===== src/rtl/multdiv_arbiter.sv =====
// multdiv_arbiter: round-robin two-port scheduler in front of a shared multdiv unit.
// Latches the winner's operands, pulses one ctrl line, and returns the result under a watchdog.
module multdiv_arbiter #(
  parameter int TIMEOUT = 64
) (
  input  logic        clock,
  input  logic        reset_n,
  input  logic [1:0]  req_valid,
  output logic [1:0]  req_ready,
  input  logic [1:0]  req_op,
  input  logic [31:0] req_a0,
  input  logic [31:0] req_b0,
  input  logic [31:0] req_a1,
  input  logic [31:0] req_b1,
  output logic [1:0]  rsp_valid,
  input  logic [1:0]  rsp_ready,
  output logic [31:0] rsp_result,
  output logic        rsp_exception,
  output logic        rsp_timeout,
  output logic [31:0] md_operandA,
  output logic [31:0] md_operandB,
  output logic        md_ctrl_MULT,
  output logic        md_ctrl_DIV,
  input  logic [31:0] md_result,
  input  logic        md_exception,
  input  logic        md_resultRDY,
  output logic        busy
);
  typedef enum logic [1:0] {IDLE, START, WAIT, RESP} state_t;
  state_t      r_state;
  logic        r_owner, r_op, r_rr, r_exc, r_tmo;
  logic [31:0] r_opa, r_opb, r_result;
  logic [7:0]  r_wdog;
  logic        w_any, w_win;
  assign w_any = |req_valid;
  assign w_win = (&req_valid) ? r_rr : req_valid[1];
  // Grant is combinational; gated by reset so a held request shows no ready while in reset.
  assign req_ready     = (reset_n && r_state == IDLE && w_any) ? (w_win ? 2'b10 : 2'b01) : 2'b00;
  assign rsp_valid     = (r_state == RESP) ? (r_owner ? 2'b10 : 2'b01) : 2'b00;
  assign rsp_result    = r_result;
  assign rsp_exception = r_exc;
  assign rsp_timeout   = r_tmo;
  assign md_operandA   = r_opa;
  assign md_operandB   = r_opb;
  assign md_ctrl_MULT  = (r_state == START) && !r_op;
  assign md_ctrl_DIV   = (r_state == START) && r_op;
  assign busy          = (r_state != IDLE);
  always_ff @(posedge clock or negedge reset_n) begin
    if (!reset_n) begin
      r_state  <= IDLE;
      r_owner  <= 1'b0;
      r_op     <= 1'b0;
      r_rr     <= 1'b0;
      r_exc    <= 1'b0;
      r_tmo    <= 1'b0;
      r_opa    <= '0;
      r_opb    <= '0;
      r_result <= '0;
      r_wdog   <= '0;
    end else begin
      case (r_state)
        IDLE: if (w_any) begin
          r_owner <= w_win;
          r_op    <= req_op[w_win];
          r_opa   <= w_win ? req_a1 : req_a0;
          r_opb   <= w_win ? req_b1 : req_b0;
          r_state <= START;
        end
        START: begin
          r_wdog  <= '0;
          r_state <= WAIT;
        end
        WAIT: if (md_resultRDY) begin
          r_result <= md_result;
          r_exc    <= md_exception;
          r_tmo    <= 1'b0;
          r_state  <= RESP;
        end else if (r_wdog == 8'(TIMEOUT - 1)) begin
          r_result <= '0;
          r_exc    <= 1'b1;
          r_tmo    <= 1'b1;
          r_state  <= RESP;
        end else begin
          r_wdog <= r_wdog + 8'd1;
        end
        RESP: if (rsp_ready[r_owner]) begin
          r_rr    <= !r_owner;
          r_state <= IDLE;
        end
      endcase
    end
  end
endmodule

===== config.mk =====
export PLATFORM = sky130hd
export DESIGN_NAME = multdiv_arbiter
export DESIGN_NICKNAME = d
export VERILOG_FILES = /design/src/rtl/multdiv_arbiter.sv
export SDC_FILE = /design/constraint.sdc
export NUM_CORES = 1
export LEC_CHECK = 0
export ABC_AREA = 1
export CAP_MARGIN = 10
export CORE_AREA = 2 2 118 120
export CTS_CLUSTER_SIZE = 30
export DETAILED_ROUTE_END_ITERATION = 6
export DIE_AREA = 0 0 120 122
export PLACE_DENSITY_LB_ADDON = 0.08
export SYNTH_ARGS = -nofsm -noshare
export SYNTH_HDL_FRONTEND = slang
export SYNTH_SLANG_ARGS = --single-unit

===== constraint.sdc =====
create_clock -name clock -period 1.6 [get_ports clock]
set_input_delay 0.32 -clock clock [delete_from_list [all_inputs] [get_ports clock]]
set_output_delay 0.32 -clock clock [all_outputs]
set_load 0.005 [all_outputs]

Word level (Yosys, flattened, before mapping) --
Cells that the tools add are included. W data, S select, Z words.
Word-level totals: register bits 111, input bits 170, output and inout port bits 105, word-level logic and storage cells 63
Operators by class: add/sub/neg operators 1, $lt $le $gt $ge 2, equality and inequality tests 9, multiplexer cells 24, reductions and logical operators 17
Operator list (number):
- $mux W32 | 4
- $mux W2 | 8
- $mux W8 | 2
- $pmux W8 S2 | 1
- $add A8 B1 Y8 const B | 1
- $eq A8 B6 Y1 const B | 1
- $mux W1 | 8
- $pmux W2 S4 | 1
- $reduce_and A2 Y1 | 4
- $ne A2 B2 Y1 const B | 3
- $reduce_and A3 Y1 | 2
- $reduce_bool A2 Y1 | 3
- $eq A2 B2 Y1 const B | 2
- $logic_and A1 B1 Y1 | 4
- $lt A1 B2 Y1 const B | 2
- $ne A3 B3 Y1 const B | 1
- $eq A2 B1 Y1 const B | 1
- $logic_not A1 Y1 | 2
- $logic_not A2 Y1 | 1
- $ne A2 B1 Y1 const B | 1
- $reduce_or A2 Y1 | 1

Depth between registers and ports, before layout --
Gate-level depths: netlist of the first run.
depth in word-level cells 4, depth in mapped cells 9, mapped depth without buffers 9

Worst setup path before layout of the first run --
No wires, ideal clock.
kind reg2reg, start point register r_state[0], end point register r_opa[0], in the netlist md_operandA[0], setup time 82 ps, arrival time 1289 ps, data required time 1518 ps, path slack 229 ps, stages on the path, launching flop included 8, buffers on the path 1, clock period less this slack 1371 ps, cell sequence dfrtp_1 -> inv_1 -> ha_1 -> inv_2 -> nor2_4 -> clkbuf_1 -> nor2_1 -> a31oi_1
Between the ends: longest elaborated chain between the ends 2
Ends and longest elaborated chain:
- start: declaration | line 30 | state_t r_state;
- start signal: assignment | line 50 | r_state <= IDLE;
- start signal: assignment | line 67 | r_state <= START;
- start signal: assignment | line 71 | r_state <= WAIT;
- $logic_not A2 Y1 | line 61 | case (r_state)
- $reduce_and A2 Y1 (no line)
- end signal: assignment | line 65 | r_opa <= w_win ? req_a1 : req_a0;
- end: declaration | line 32 | logic [31:0] r_opa, r_opb, r_result;
Every way passes these cells. A chain may end at the register's enable or synchronous reset.

Final worst setup path of the first run --
start point register r_rr, end point output port req_ready[0]
Between the ends: longest elaborated chain between the ends 3
Ends and longest elaborated chain:
- start: declaration | line 31 | logic r_owner, r_op, r_rr, r_exc, r_tmo;
- start signal: assignment | line 87 | r_rr <= !r_owner;
- $mux W1 | line 36 | assign w_win = (&req_valid) ? r_rr : req_valid[1];
- $mux W2 (2 in series) | line 38 | assign req_ready = (reset_n && r_state == IDLE && w_any) ? (w_win ? 2'b10 : 2'b01) : 2'b00;
- end: declaration | line 9 | output logic [1:0] req_ready,
Every way passes these cells.

==> impl_metrics.xml, run 1 <==
<?xml version="1.0" encoding="UTF-8"?>
<metrics>
  <group name="clocking">
    <metric name="clk_path_buf_depth" unit="">2</metric>
    <metric name="cts.sinks" unit="">111</metric>
    <metric name="clk_pin_slew" unit="ps">70</metric>
    <metric name="clk_latency" unit="ps">350</metric>
    <metric name="cts_htree_levels" unit="">3</metric>
    <metric name="clock_tree_from_tritoncts" unit="">yes</metric>
    <metric name="numCtsBuffers" unit="">9</metric>
    <metric name="root_buffer" unit="">sky130_fd_sc_hd__clkbuf_16</metric>
  </group>
  <group name="worst_setup_path">
    <metric name="worst_path_dominant_cell_family" unit="">simple AND/OR/NAND/NOR gates</metric>
    <metric name="worst_path_arrival_time" unit="ps">1440</metric>
    <metric name="kind_of_capture_point_of_the_worst_setup_path" unit="">primary output</metric>
    <metric name="bufs_and_invs_on_worst_path" unit="">3</metric>
    <metric name="crit_path_cells" unit="">inv_1 &gt; nand2_1 &gt; nand2_2 &gt; inv_2 &gt; nor4_4 &gt; buf_2</metric>
    <metric name="worstPathMaxFanout" unit="">3</metric>
    <metric name="rr_endpoint" unit="">md_operandB[24]</metric>
    <metric name="critical_path_class" unit="">reg2out</metric>
    <metric name="critPathMaxStageDelay" unit="ps">380</metric>
    <metric name="setup_slack_on_the_worst_flop_to_flop_path" unit="ps">-10</metric>
    <metric name="setup.worst_path.start_class" unit="">flop</metric>
    <metric name="reg2reg_depth" unit="">6</metric>
    <metric name="required" unit="ps">1280</metric>
    <metric name="timing.rr.start" unit="">r_rr</metric>
    <metric name="crit_path_top_delay_cell" unit="">sky130_fd_sc_hd__dfrtp_1</metric>
  </group>
  <group name="power_and_ir_drop">
    <metric name="power.leakage" unit="nW">4.08</metric>
    <metric name="combinationalPowerShare" unit="%">49.7</metric>
    <metric name="power_per_cell_area" unit="nW/um^2">1670</metric>
    <metric name="design_power_total" unit="mW">14.9</metric>
    <metric name="vdd_drop_max" unit="mV">0.710</metric>
    <metric name="power.switching" unit="mW">4.96</metric>
    <metric name="switching_share" unit="%">33.2</metric>
    <metric name="clockPowerShare" unit="%">17.7</metric>
    <metric name="sequentialPowerShare" unit="%">32.6</metric>
    <metric name="cell_internal_pwr" unit="mW">9.98</metric>
  </group>
  <group name="die">
    <metric name="die_h" unit="um">122</metric>
    <metric name="core_area" unit="sq um">13500</metric>
    <metric name="starting_utilization_of_the_core_area" unit="%">39.0</metric>
    <metric name="die_area" unit="sq um">14600</metric>
    <metric name="die_w" unit="um">120</metric>
    <metric name="rows" unit="">43</metric>
    <metric name="ioPinCount" unit="">275</metric>
  </group>
  <group name="detailed_routing">
    <metric name="detailed_route_wire_length_on_metal_1" unit="mm">6.41</metric>
    <metric name="routed_via_density" unit="">4.87</metric>
    <metric name="remaining_drc_errors" unit="">0</metric>
    <metric name="maxUsedRoutingLayer" unit="">met4</metric>
    <metric name="route.met3.wl" unit="mm">1.33</metric>
    <metric name="postRouteWirelength" unit="mm">16.7</metric>
    <metric name="ant_nets" unit="">0</metric>
    <metric name="firstDrtPassIters" unit="">4</metric>
    <metric name="route.vias.total" unit="">5348</metric>
    <metric name="first_iter_violations" unit="">242</metric>
    <metric name="detail_route.wl_per_cell" unit="um">15.2</metric>
    <metric name="routed-wl-met2" unit="mm">8.45</metric>
  </group>
  <group name="synthesis">
    <metric name="ys_warn_count" unit="">0</metric>
    <metric name="dominant_synthesized_flop_cell" unit="">sky130_fd_sc_hd__dfrtp_1</metric>
    <metric name="ys_types" unit="">25</metric>
    <metric name="synth_edf_count" unit="">0</metric>
    <metric name="async_sr_flop_fraction" unit="%">100</metric>
    <metric name="syn-instance-count" unit="">622</metric>
    <metric name="synthesis.nets" unit="">797</metric>
    <metric name="postSynthAreaPerCell" unit="sq um">8.46</metric>
    <metric name="syn_area" unit="sq um">5270</metric>
    <metric name="synth_seq_area_share" unit="%">52.8</metric>
    <metric name="synthesized_flop_and_latch_total" unit="">111</metric>
  </group>
  <group name="grt">
    <metric name="groute.usage.overall" unit="%">22.6</metric>
    <metric name="grt_antenna_before_repair" unit="">0</metric>
    <metric name="grt_remaining_overflow" unit="">0</metric>
    <metric name="grt_first_pass_wirelength" unit="mm">26.3</metric>
    <metric name="grt_pass1_vias" unit="">5474</metric>
    <metric name="grt_max_degree" unit="">66</metric>
  </group>
  <group name="sta">
    <metric name="rsz0062_at_grt" unit="">true</metric>
    <metric name="fin_ws" unit="ps">-155</metric>
    <metric name="final_period_minus_worst_setup_slack" unit="ps">1760</metric>
    <metric name="number_of_setup_violations_in_the_final_report" unit="">6</metric>
    <metric name="holdWs" unit="ps">499</metric>
    <metric name="max_slew.worst_pin.slew" unit="ps">709</metric>
    <metric name="slew_headroom" unit="%">52.7</metric>
    <metric name="final.period_utilization" unit="%">110</metric>
    <metric name="final_max_slew_viol_count" unit="">0</metric>
    <metric name="fmaxAchievable" unit="GHz">0.570</metric>
    <metric name="hold_viol_final" unit="">0</metric>
    <metric name="final.setup_skew" unit="ps">4.80</metric>
  </group>
  <group name="layout">
    <metric name="area.growth.synth_to_final" unit="%">69.7</metric>
    <metric name="num_antenna_cells" unit="">0</metric>
    <metric name="layout.filler_cells" unit="">1133</metric>
    <metric name="most_common_cell_after_layout_fill_and_taps_aside" unit="">sky130_fd_sc_hd__clkdlybuf4s50_1</metric>
    <metric name="num-nets-final" unit="">1088</metric>
    <metric name="layout_common_cells" unit="">sky130_fd_sc_hd__clkdlybuf4s50_1 (252), sky130_fd_sc_hd__nand2_1 (233), sky130_fd_sc_hd__dfrtp_1 (111)</metric>
    <metric name="drive_gt1_share" unit="%">13.5</metric>
    <metric name="finalInstanceArea" unit="sq um">8930</metric>
  </group>
  <group name="placement">
    <metric name="dp.final_hpwl" unit="mm">12.3</metric>
    <metric name="gpl.final_weighted_congestion" unit="">0.808</metric>
    <metric name="post_dp_cell_area" unit="sq um">8320</metric>
    <metric name="port_buffers" unit="">274</metric>
  </group>
  <group name="min_path">
    <metric name="holdCritPathClass" unit="">in2reg</metric>
    <metric name="hold-path-endpoint" unit="">rsp_result[7]</metric>
    <metric name="min-delay-start" unit="">md_result[7]</metric>
    <metric name="hold_path_depth" unit="">3</metric>
  </group>
  <group name="outcome">
    <metric name="status" unit="">finished, violations left</metric>
    <metric name="failed_checks" unit="">negative setup slack</metric>
  </group>
  <group name="job">
    <metric name="max-cap-violations" unit="">0</metric>
  </group>
</metrics>
registers in the layout (all words and copies together), names as in the netlist:
register,flops
md_operandA,32
md_operandB,32
rsp_result,32
r_wdog,8
r_state,2
r_op,1
r_owner,1
r_rr,1
rsp_exception,1
rsp_timeout,1
worst min-delay path: stages:
cell and delay [ps]:
sky130_fd_sc_hd__clkdlybuf4s50_1 390, sky130_fd_sc_hd__nand2_1 60, sky130_fd_sc_hd__nand2_1 40
synthesized netlist by cell type (3+ instances only):
master,number,area (sq um)
sky130_fd_sc_hd__buf_6,3,33.8
sky130_fd_sc_hd__nand2_1,237,890
sky130_fd_sc_hd__buf_4,12,90.1
sky130_fd_sc_hd__clkbuf_1,7,26.3
sky130_fd_sc_hd__buf_2,15,75.1
sky130_fd_sc_hd__o21ai_0,3,15.0
sky130_fd_sc_hd__nand3_2,25,250
sky130_fd_sc_hd__nor2_4,3,33.8
sky130_fd_sc_hd__inv_1,21,78.8
sky130_fd_sc_hd__inv_2,3,11.3
sky130_fd_sc_hd__ha_1,5,62.6
sky130_fd_sc_hd__nand4_1,3,18.8
sky130_fd_sc_hd__nor2_1,74,278
sky130_fd_sc_hd__dfrtp_1,111,2780
sky130_fd_sc_hd__a31oi_1,65,407
sky130_fd_sc_hd__nand3_1,20,100
cell type report:
type	count	area (sq um)	area share (%)
clock buffer	11	253	2.83
clock inverter	5	104	1.16
multi-input combinational	450	2270	25.4
tap	180	225	2.52
inverter	24	95.1	1.06
timing repair buffer	317	3210	35.9
sequential	111	2780	31.1
repair_timing:
item	CTS	global route
pin swaps	5	5
buffers inserted	3	7
setup endpoints to repair	32	136
cloned	0	2
hold endpoints to repair	27	0
gates resized for setup	54	27
hold buffers	1	0
how the worst max path moves through the flow:
stage | start | end | slack (ps) | cells after the start
after detailed placement | req_valid[0] | req_ready[0] | -570 | 5
after global routing | r_rr | req_ready[0] | -210 | 6
after CTS | r_rr | req_ready[0] | -140 | 6
after global placement | req_valid[0] | req_ready[0] | -520 | 5
final | r_rr | req_ready[0] | -160 | 6
after floorplan | r_state[0] | md_operandA[0] | 230 | 7
stage by stage:
stage	setup WS (ps)	util, %	instances	setup TNS (ps)
floorplan	229	-	622	0
global route	-205	66.2	1098	-5870
CTS	-140	64.8	1089	-455
finish	-155	66.2	1098	-360
global placement	-519	61.6	1070	-21670
detailed placement	-566	61.6	1070	-22940
routing by layer:
metal	global-route usage (%)	vias to the layer above
li1	-	2605
met1	25.3	2507
met2	39.7	205
met3	6.69	31
met4	10.4	0
met5	0	-
power by group through the flow:
stage | Sequential, mW | Clock (mW) | Combinational [mW]
6_report | 4.87 | 2.64 | 7.42
5_1_grt | 5.03 | 2.83 | 8.14
4_1_cts | 4.88 | 2.71 | 7.14
3_5_place_dp | 4.91 | 0 | 7.01
3_3_place_gp | 4.84 | 0 | 6.90
2_1_floorplan | 4.97 | 0 | 2.77
cells by family (layout without fill, tap and decap cells):
family	Yosys count	count (layout)	share of synthesized area (%)
and+or+nand+nor	371	371	31.0
DFF	111	111	52.8
AOI/OAI and AO/OA	74	74	9.03
buffers and inverters	61	357	5.99
adders and majority gates	5	5	1.19
Power figures use the tool's default switching activity.
==> inputs of run 2 (changes only) <==
CTS_CLUSTER_DIAMETER = 120   (was not set)
==> results of run 2 <==
Same layout as run 1: the final DEF is identical, and so are final timing and power.
